### config.mk
export PLATFORM = sky130hd
export DESIGN_NAME = pixel_writer_flat
export DESIGN_NICKNAME = d
export VERILOG_FILES = /design/src/rtl/pixel_writer_if.sv /design/src/rtl/pixel_writer.sv /design/src/flat_wrapper.sv
export SDC_FILE = /design/constraint.sdc
export NUM_CORES = 1
export LEC_CHECK = 0
export ABC_CLOCK_PERIOD_IN_PS = 3000
export CORE_AREA = 2 2 128 130
export DETAILED_ROUTE_END_ITERATION = 7
export DIE_AREA = 0 0 130 132
export PLACE_DENSITY = 0.67
export SLEW_MARGIN = 20
export SYNTH_ARGS = -nofsm -noshare
export SYNTH_HDL_FRONTEND = slang
export SYNTH_SLANG_ARGS = --single-unit
### constraint.sdc
create_clock -name clk -period 3 [get_ports clk]
set_clock_uncertainty 0.15 [all_clocks]
set_input_delay 0.75 -clock clk [delete_from_list [all_inputs] [get_ports clk]]
set_output_delay 0.75 -clock clk [all_outputs]
set_load 0.005 [all_outputs]
### src/rtl/pixel_writer_if.sv
// pixel_writer_if
//   Pixel stream handshake between a pixel source (line drawer) and the
//   pixel_writer sink.
//   x, y       : pixel column / row (11 bits each)
//   color      : pixel value
//   pix_valid  : source presents a pixel
//   pix_ready  : sink accepts the pixel this cycle
interface pixel_writer_if;
  logic [10:0] x;
  logic [10:0] y;
  logic        color;
  logic        pix_valid;
  logic        pix_ready;

  modport master (
    output x, y, color, pix_valid,
    input  pix_ready
  );

  modport slave (
    input  x, y, color, pix_valid,
    output pix_ready
  );
endinterface

### src/rtl/pixel_writer.sv
// pixel_writer
//   Buffers (x, y, color) pixels in a small FIFO and turns each in-range
//   pixel into one framebuffer write (addr = y*H_RES + x). Out-of-range
//   pixels are accepted and counted, never written. A clear request drains
//   the FIFO and then sweeps every framebuffer address with data 0.
//
//   state           | meaning
//   RUN             | normal operation, one FIFO pop per cycle
//   DRAIN_FOR_CLEAR | clear requested, input blocked, finishing queued pixels
//   CLEAR           | sweeping all addresses with 0, then pulse clear_done
//
// Ports
//   clk, reset  : clock, synchronous active-high reset
//   pix         : pixel stream (slave side)
//   clear       : request full-screen clear
//   fb_we/fb_addr/fb_data : registered framebuffer write port
//   busy        : any work queued, in flight, or clear outstanding
//   clear_done  : one-cycle pulse after the last sweep write
//   drop_count  : saturating count of discarded out-of-range pixels
module pixel_writer #(
  parameter int H_RES      = 640,
  parameter int V_RES      = 480,
  parameter int FIFO_DEPTH = 4,
  parameter int ADDR_W     = 19
) (
  input  logic              clk,
  input  logic              reset,
  pixel_writer_if.slave     pix,
  input  logic              clear,
  output logic              fb_we,
  output logic [ADDR_W-1:0] fb_addr,
  output logic              fb_data,
  output logic              busy,
  output logic              clear_done,
  output logic [15:0]       drop_count
);

  localparam int PTR_W = (FIFO_DEPTH > 1) ? $clog2(FIFO_DEPTH) : 1;
  localparam logic [PTR_W:0]    FULL_CNT  = (PTR_W+1)'(FIFO_DEPTH);
  localparam logic [10:0]       X_LIM     = 11'(H_RES);
  localparam logic [10:0]       Y_LIM     = 11'(V_RES);
  localparam logic [ADDR_W-1:0] H_RES_A   = ADDR_W'(H_RES);
  // One bit wider than the address so the terminal value H_RES*V_RES fits.
  localparam logic [ADDR_W:0]   SWEEP_END = (ADDR_W+1)'(H_RES * V_RES);

  typedef enum logic [1:0] {RUN, DRAIN_FOR_CLEAR, CLEAR} state_t;

  state_t              state_q, state_d;
  logic                clr_pend_q, clr_pend_d;
  logic [ADDR_W:0]     sweep_q, sweep_d;
  logic [ADDR_W-1:0]   mem_addr_q [FIFO_DEPTH];
  logic                mem_color_q [FIFO_DEPTH];
  logic [PTR_W-1:0]    wr_ptr_q, rd_ptr_q;
  logic [PTR_W:0]      cnt_q, cnt_d;
  logic                fb_we_d, fb_data_d, clear_done_d;
  logic [ADDR_W-1:0]   fb_addr_d;
  logic [15:0]         drop_d;
  logic                fifo_empty, fifo_full, in_range, xfer, push, pop;
  logic [ADDR_W-1:0]   push_addr;

  assign fifo_empty    = (cnt_q == '0);
  assign fifo_full     = (cnt_q == FULL_CNT);
  assign pix.pix_ready = !reset && !fifo_full && !clr_pend_q && (state_q != CLEAR);
  assign in_range      = (pix.x < X_LIM) && (pix.y < Y_LIM);
  assign xfer          = pix.pix_valid && pix.pix_ready;
  assign push          = xfer && in_range;
  // Address is formed at push time so the FIFO stores only what the write needs.
  assign push_addr     = ADDR_W'(pix.y) * H_RES_A + ADDR_W'(pix.x);
  assign busy          = !fifo_empty || fb_we || (state_q != RUN) || clr_pend_q;

  always_comb begin
    state_d      = state_q;
    clr_pend_d   = clr_pend_q;
    sweep_d      = sweep_q;
    fb_we_d      = 1'b0;
    fb_addr_d    = fb_addr;
    fb_data_d    = fb_data;
    clear_done_d = 1'b0;
    pop          = 1'b0;
    drop_d       = drop_count;
    cnt_d        = cnt_q;

    if (xfer && !in_range && (drop_count != 16'hFFFF))
      drop_d = drop_count + 16'd1;

    unique case (state_q)
      RUN, DRAIN_FOR_CLEAR: begin
        if (!fifo_empty) begin
          pop       = 1'b1;
          fb_we_d   = 1'b1;
          fb_addr_d = mem_addr_q[rd_ptr_q];
          fb_data_d = mem_color_q[rd_ptr_q];
        end
        if (state_q == RUN) begin
          if (clear) begin
            clr_pend_d = 1'b1;
            state_d    = DRAIN_FOR_CLEAR;
          end
        end else if (fifo_empty && !fb_we) begin
          state_d = CLEAR;
          sweep_d = '0;
        end
      end
      CLEAR: begin
        if (sweep_q == SWEEP_END) begin
          clear_done_d = 1'b1;
          clr_pend_d   = 1'b0;
          state_d      = RUN;
        end else begin
          fb_we_d   = 1'b1;
          fb_addr_d = sweep_q[ADDR_W-1:0];
          fb_data_d = 1'b0;
          sweep_d   = sweep_q + (ADDR_W+1)'(1);
        end
      end
      default: state_d = RUN;
    endcase

    unique case ({push, pop})
      2'b10:   cnt_d = cnt_q + (PTR_W+1)'(1);
      2'b01:   cnt_d = cnt_q - (PTR_W+1)'(1);
      default: cnt_d = cnt_q;
    endcase
  end

  always_ff @(posedge clk) begin
    if (reset) begin
      state_q    <= RUN;
      clr_pend_q <= 1'b0;
      sweep_q    <= '0;
      wr_ptr_q   <= '0;
      rd_ptr_q   <= '0;
      cnt_q      <= '0;
      fb_we      <= 1'b0;
      fb_addr    <= '0;
      fb_data    <= 1'b0;
      clear_done <= 1'b0;
      drop_count <= '0;
    end else begin
      state_q    <= state_d;
      clr_pend_q <= clr_pend_d;
      sweep_q    <= sweep_d;
      cnt_q      <= cnt_d;
      fb_we      <= fb_we_d;
      fb_addr    <= fb_addr_d;
      fb_data    <= fb_data_d;
      clear_done <= clear_done_d;
      drop_count <= drop_d;
      if (push) wr_ptr_q <= wr_ptr_q + PTR_W'(1);
      if (pop)  rd_ptr_q <= rd_ptr_q + PTR_W'(1);
    end
  end

  // Storage needs no reset: pointers and occupancy define what is valid.
  always_ff @(posedge clk) begin
    if (push) begin
      mem_addr_q[wr_ptr_q]  <= push_addr;
      mem_color_q[wr_ptr_q] <= pix.color;
    end
  end

endmodule

### src/flat_wrapper.sv
// flat-port wrapper written by rule: the top's interface ports become plain ports
module pixel_writer_flat 
#(
  parameter int H_RES      = 640,
  parameter int V_RES      = 480,
  parameter int FIFO_DEPTH = 4,
  parameter int ADDR_W     = 19
)
  (clk, reset, clear, fb_we, fb_addr, fb_data, busy, clear_done, drop_count, pix_x, pix_y, pix_color, pix_pix_valid, pix_pix_ready);
  pixel_writer_if pix_i ();
  input  logic clk;
  input  logic reset;
  input  logic clear;
  output logic fb_we;
  output logic [ADDR_W-1:0] fb_addr;
  output logic fb_data;
  output logic busy;
  output logic clear_done;
  output logic [15:0] drop_count;
  input wire logic [$bits(pix_i.x)-1:0] pix_x;
  input wire logic [$bits(pix_i.y)-1:0] pix_y;
  input wire logic [$bits(pix_i.color)-1:0] pix_color;
  input wire logic [$bits(pix_i.pix_valid)-1:0] pix_pix_valid;
  output wire logic [$bits(pix_i.pix_ready)-1:0] pix_pix_ready;
  assign pix_i.x = pix_x;
  assign pix_i.y = pix_y;
  assign pix_i.color = pix_color;
  assign pix_i.pix_valid = pix_pix_valid;
  assign pix_pix_ready = pix_i.pix_ready;
  pixel_writer #(.H_RES(H_RES), .V_RES(V_RES), .FIFO_DEPTH(FIFO_DEPTH), .ADDR_W(ADDR_W)) u_core (.clk(clk), .reset(reset), .pix(pix_i), .clear(clear), .fb_we(fb_we), .fb_addr(fb_addr), .fb_data(fb_data), .busy(busy), .clear_done(clear_done), .drop_count(drop_count));
endmodule
==> summary.txt <==
Critical path
  • Critical path peak fanout: 3
  • Kind of cell with the highest combined delay on the critical path: simple AND/OR/NAND/NOR gates
  • Worst path max stage delay: 620 ps
  • Cell-by-cell listing of the critical path: nor4_4 -> or4b_2 -> dlygate4sd2_1
  • Critical path capture point type: output pin
  • Critical path buffer and inverter count: 1
  • Worst setup SP type: flip-flop
  • Highest-delay cell along the critical path: sky130_fd_sc_hd__or4b_2
  • Req. time, crit path: around 2100 ps
  • Type of the worst setup path: flip-flop to output pin
  • Data arrival at the endpoint of the critical path: between 1500 and 2000 ps

STA
  • Number of pins with negative max-slew slack in the final report: 0
  • Worst hold margin: 349 ps
  • Final-report hold violation count: 0
  • Final critical-path share of the clock period: 95.6%
  • Worst slew margin relative to its limit: 36.8%
  • Setup violation total in the final timing report: 0
  • Setup Total Neg Slack: 0 ps
  • Fmax: roughly 0.35 GHz
  • Time the final worst path needs with I/O delays and setup: 2870 ps
  • Slew @ Worst Pin: ~950 ps
  • Unrepaired setup endpoints after global routing: yes

Synthesis
  • Synthesis warning total: 0
  • Sequential-to-total area share from yosys stat: a little over half
  • Number of flip-flops and latches in the synthesized netlist: 150
  • Top_reg_cell synth: sky130_fd_sc_hd__edfxtp_1
  • Async S/R FF share, synth: 0%
  • Cell variety after synth: 59
  • Netlist area before placement: 0.00700 mm2
  • Total nets after synthesis: roughly 630
  • Post-synthesis cell count: 574
  • Number of enable flip-flop cells after synthesis: 80
  • Per-instance average area after synthesis: 12.2 um2

Route
  • Average via count per standard cell: 5.19
  • Detailed-router iteration count before antenna repair: 4
  • DRC viols: 0
  • Routed wire per std cell: 15.6 um
  • Initial DRC Count: approximately 370
  • Antenna violation net count after detailed routing: 0
  • Detailed-route via count: a little under 5,000
  • Total wire length after detailed routing: 14.5 mm

Worst hold path
  • Min-Delay Path Class: flip-flop to flip-flop

Placement
  • Detailed Place HPWL: 9.84 mm
  • RD Place Congestion: ~0.88
  • Input/output buffers: 66

Clock tree
  • Hold_buf cts: 0
  • Clk_lat worst skew: 420 ps
  • CTS tree: built
  • Clock-pin slew on the worst setup and hold paths: 60 ps
  • Maximum clock insertion buffer count: 2
  • Deepest level of the CTS H-tree: 4
  • Number of CTS-inserted buffers: 17
  • Buffer type at the clock tree root: sky130_fd_sc_hd__clkbuf_16
  • Clk sinks: 150

Final layout
  • P&R area growth vs syn: 28.6%
  • Post-route core utilization: 57.3%
  • Post-layout nets: 756
  • Share of post-route cells with drive strength above 1: 23.0%
  • Filler cell count in the final layout: 1,270
  • Antenna cells: 0
  • Area taken by flip-flops and latches: 0.00380 mm2
  • Area of the multi-input gates: approximately 0.0031 mm2
  • Most common cell after layout, fill and taps aside: sky130_fd_sc_hd__edfxtp_1
  • Most used cells in the layout excluding fill and tap cells: sky130_fd_sc_hd__edfxtp_1, sky130_fd_sc_hd__nor2_1, sky130_fd_sc_hd__dfxtp_1

Die
  • Number of I/O pins: 67
  • Area of the core region: between 0.015 and 0.02 mm2
  • Initial core utilization: around 45%
  • Row cnt: 46
  • Full die area: 0.0172 mm2
  • DIE WIDTH: 130 um
  • Overall die height: 132 um

Power and ir drop
  • Ratio of total power to cell area: 707 mW/mm2
  • P_leak: 3.16 nW
  • Max VDD drop: 0.485 mV
  • Power Total: 6.36 mW

Global route
  • GRT Util Overall: 17.7%
  • Largest net degree at the start of global routing: 52
  • Global-route wire length before repair: 23.9 mm
  • Initial antenna violation count: 0
  • Via count of the first global-routing pass: 4,846
  • Grt ovf: 0

Outcome
  • Result of the run: complete, no violations

Run
  • Reported max-cap violation count: 0
-- power by group --
| part | leakage [nW] | internal (mW) | switching (mW) |
|---|---|---|---|
| clock network | 0.259 | 1.08 | 0.869 |
| logic | 1.61 | 0.976 | 0.909 |
| registers | 1.29 | 2.40 | 0.123 |
-- flip-flops by register name, indices dropped and copies added, names as in the netlist, named ones only --
register and count:
u_core.mem_addr_q 76, u_core.sweep_q 20, u_core.fb_addr 19, u_core.drop_count 16
u_core.mem_color_q 4, u_core.cnt_q 3, u_core.rd_ptr_q 2, u_core.state_q 2
u_core.wr_ptr_q 2, u_core.clear_done 1, u_core.clr_pend_q 1, u_core.fb_data 1
u_core.fb_we 1
-- kinds of logic (layout without fill, tap and decap cells) --
family                   after synthesis  in the layout  synth area share [%]
flip-flops                           150            150                  54.4
AND/OR/NAND/NOR                      205            205                  14.7
buffers and inverters                 44            180                  2.86
adder cells (fa/ha/maj)               32             32                  6.05
multiplexers                          24             24                  7.03
XOR/XNOR                              52             52                  6.62
AO/OA/AOI/OAI                         67             67                  8.35
-- worst paths after layout --
check | start | endpoint | slack [ps] | cells after the start
worst max-delay path | u_core.fb_we$_SDFF_PP0_ | busy | 130 | 3
worst min-delay path | u_core.fb_addr[3]$_SDFFE_PP0P_ | u_core.fb_addr[3]$_SDFFE_PP0P_ | 350 | 2
worst max register to register | u_core.cnt_q[2]$_SDFFE_PP0P_ | u_core.cnt_q[2]$_SDFFE_PP0P_ | 460 | 10
worst min register to register | u_core.fb_addr[3]$_SDFFE_PP0P_ | u_core.fb_addr[3]$_SDFFE_PP0P_ | 350 | 2
-- repair_timing --
action	4_1_cts	5_1_grt
endpoints found under the hold margin	0	0
setup endpoints to repair	17	17
pin swaps	12	11
gates resized for setup	18	22
setup buffers	4	1
-- worst reg2reg max path, cell delays in order (launching register included) --
cell and delay, ps:
sky130_fd_sc_hd__dfxtp_1 440, sky130_fd_sc_hd__or3b_1 400, sky130_fd_sc_hd__nand4_2 140, sky130_fd_sc_hd__nor2b_1 70, sky130_fd_sc_hd__inv_1 60, sky130_fd_sc_hd__ha_1 160, sky130_fd_sc_hd__inv_1 60, sky130_fd_sc_hd__fa_1 370
sky130_fd_sc_hd__xor2_1 160, sky130_fd_sc_hd__or3_1 310, sky130_fd_sc_hd__a21oi_1 140
-- stage by stage --
stage	setup WS [ps]	instance area, um2	std cells
2_1_floorplan	-56.8	7030	574
3_3_place_gp	-662	8320	889
3_5_place_dp	-710	8320	889
4_1_cts	4.33	8970	925
5_1_grt	-28.1	9000	926
6_report	132	9000	926
-- per-layer routing --
layer | wire, um | vias up | track usage (%)
li1 | - | 2352 | -
met2 | 7410 | 95 | 29.4
met4 | 269 | 0 | 7.41
met5 | 0 | - | 0
met3 | 489 | 18 | 3.49
met1 | 6320 | 2339 | 22.6
-- Yosys cell counts (all sizes together) (14+ instances only) --
library cell,n,share of area (%)
dfxtp,70,20
ha,29,5.2
inv,20,1.1
mux4,20,6.4
xnor2,29,3.7
edfxtp,80,34
nand3,14,1.0
clkbuf,14,0.75
nand2,54,2.9
nor2,71,3.8
a21oi,15,1.2
xor2,23,2.9
a311oi,20,3.3
-- final cells by class --
type                            instances  share of cell area (%)
Clock buffer                           18                    4.77
Clock inverter                         14                    1.32
Inverter                               20                   0.834
Multi-Input combinational cell        380                    34.7
Sequential cell                       150                    42.3
Tap cell                              216                    3.00
Timing Repair Buffer                  128                    13.1
(Power assumes the default switching activity.)
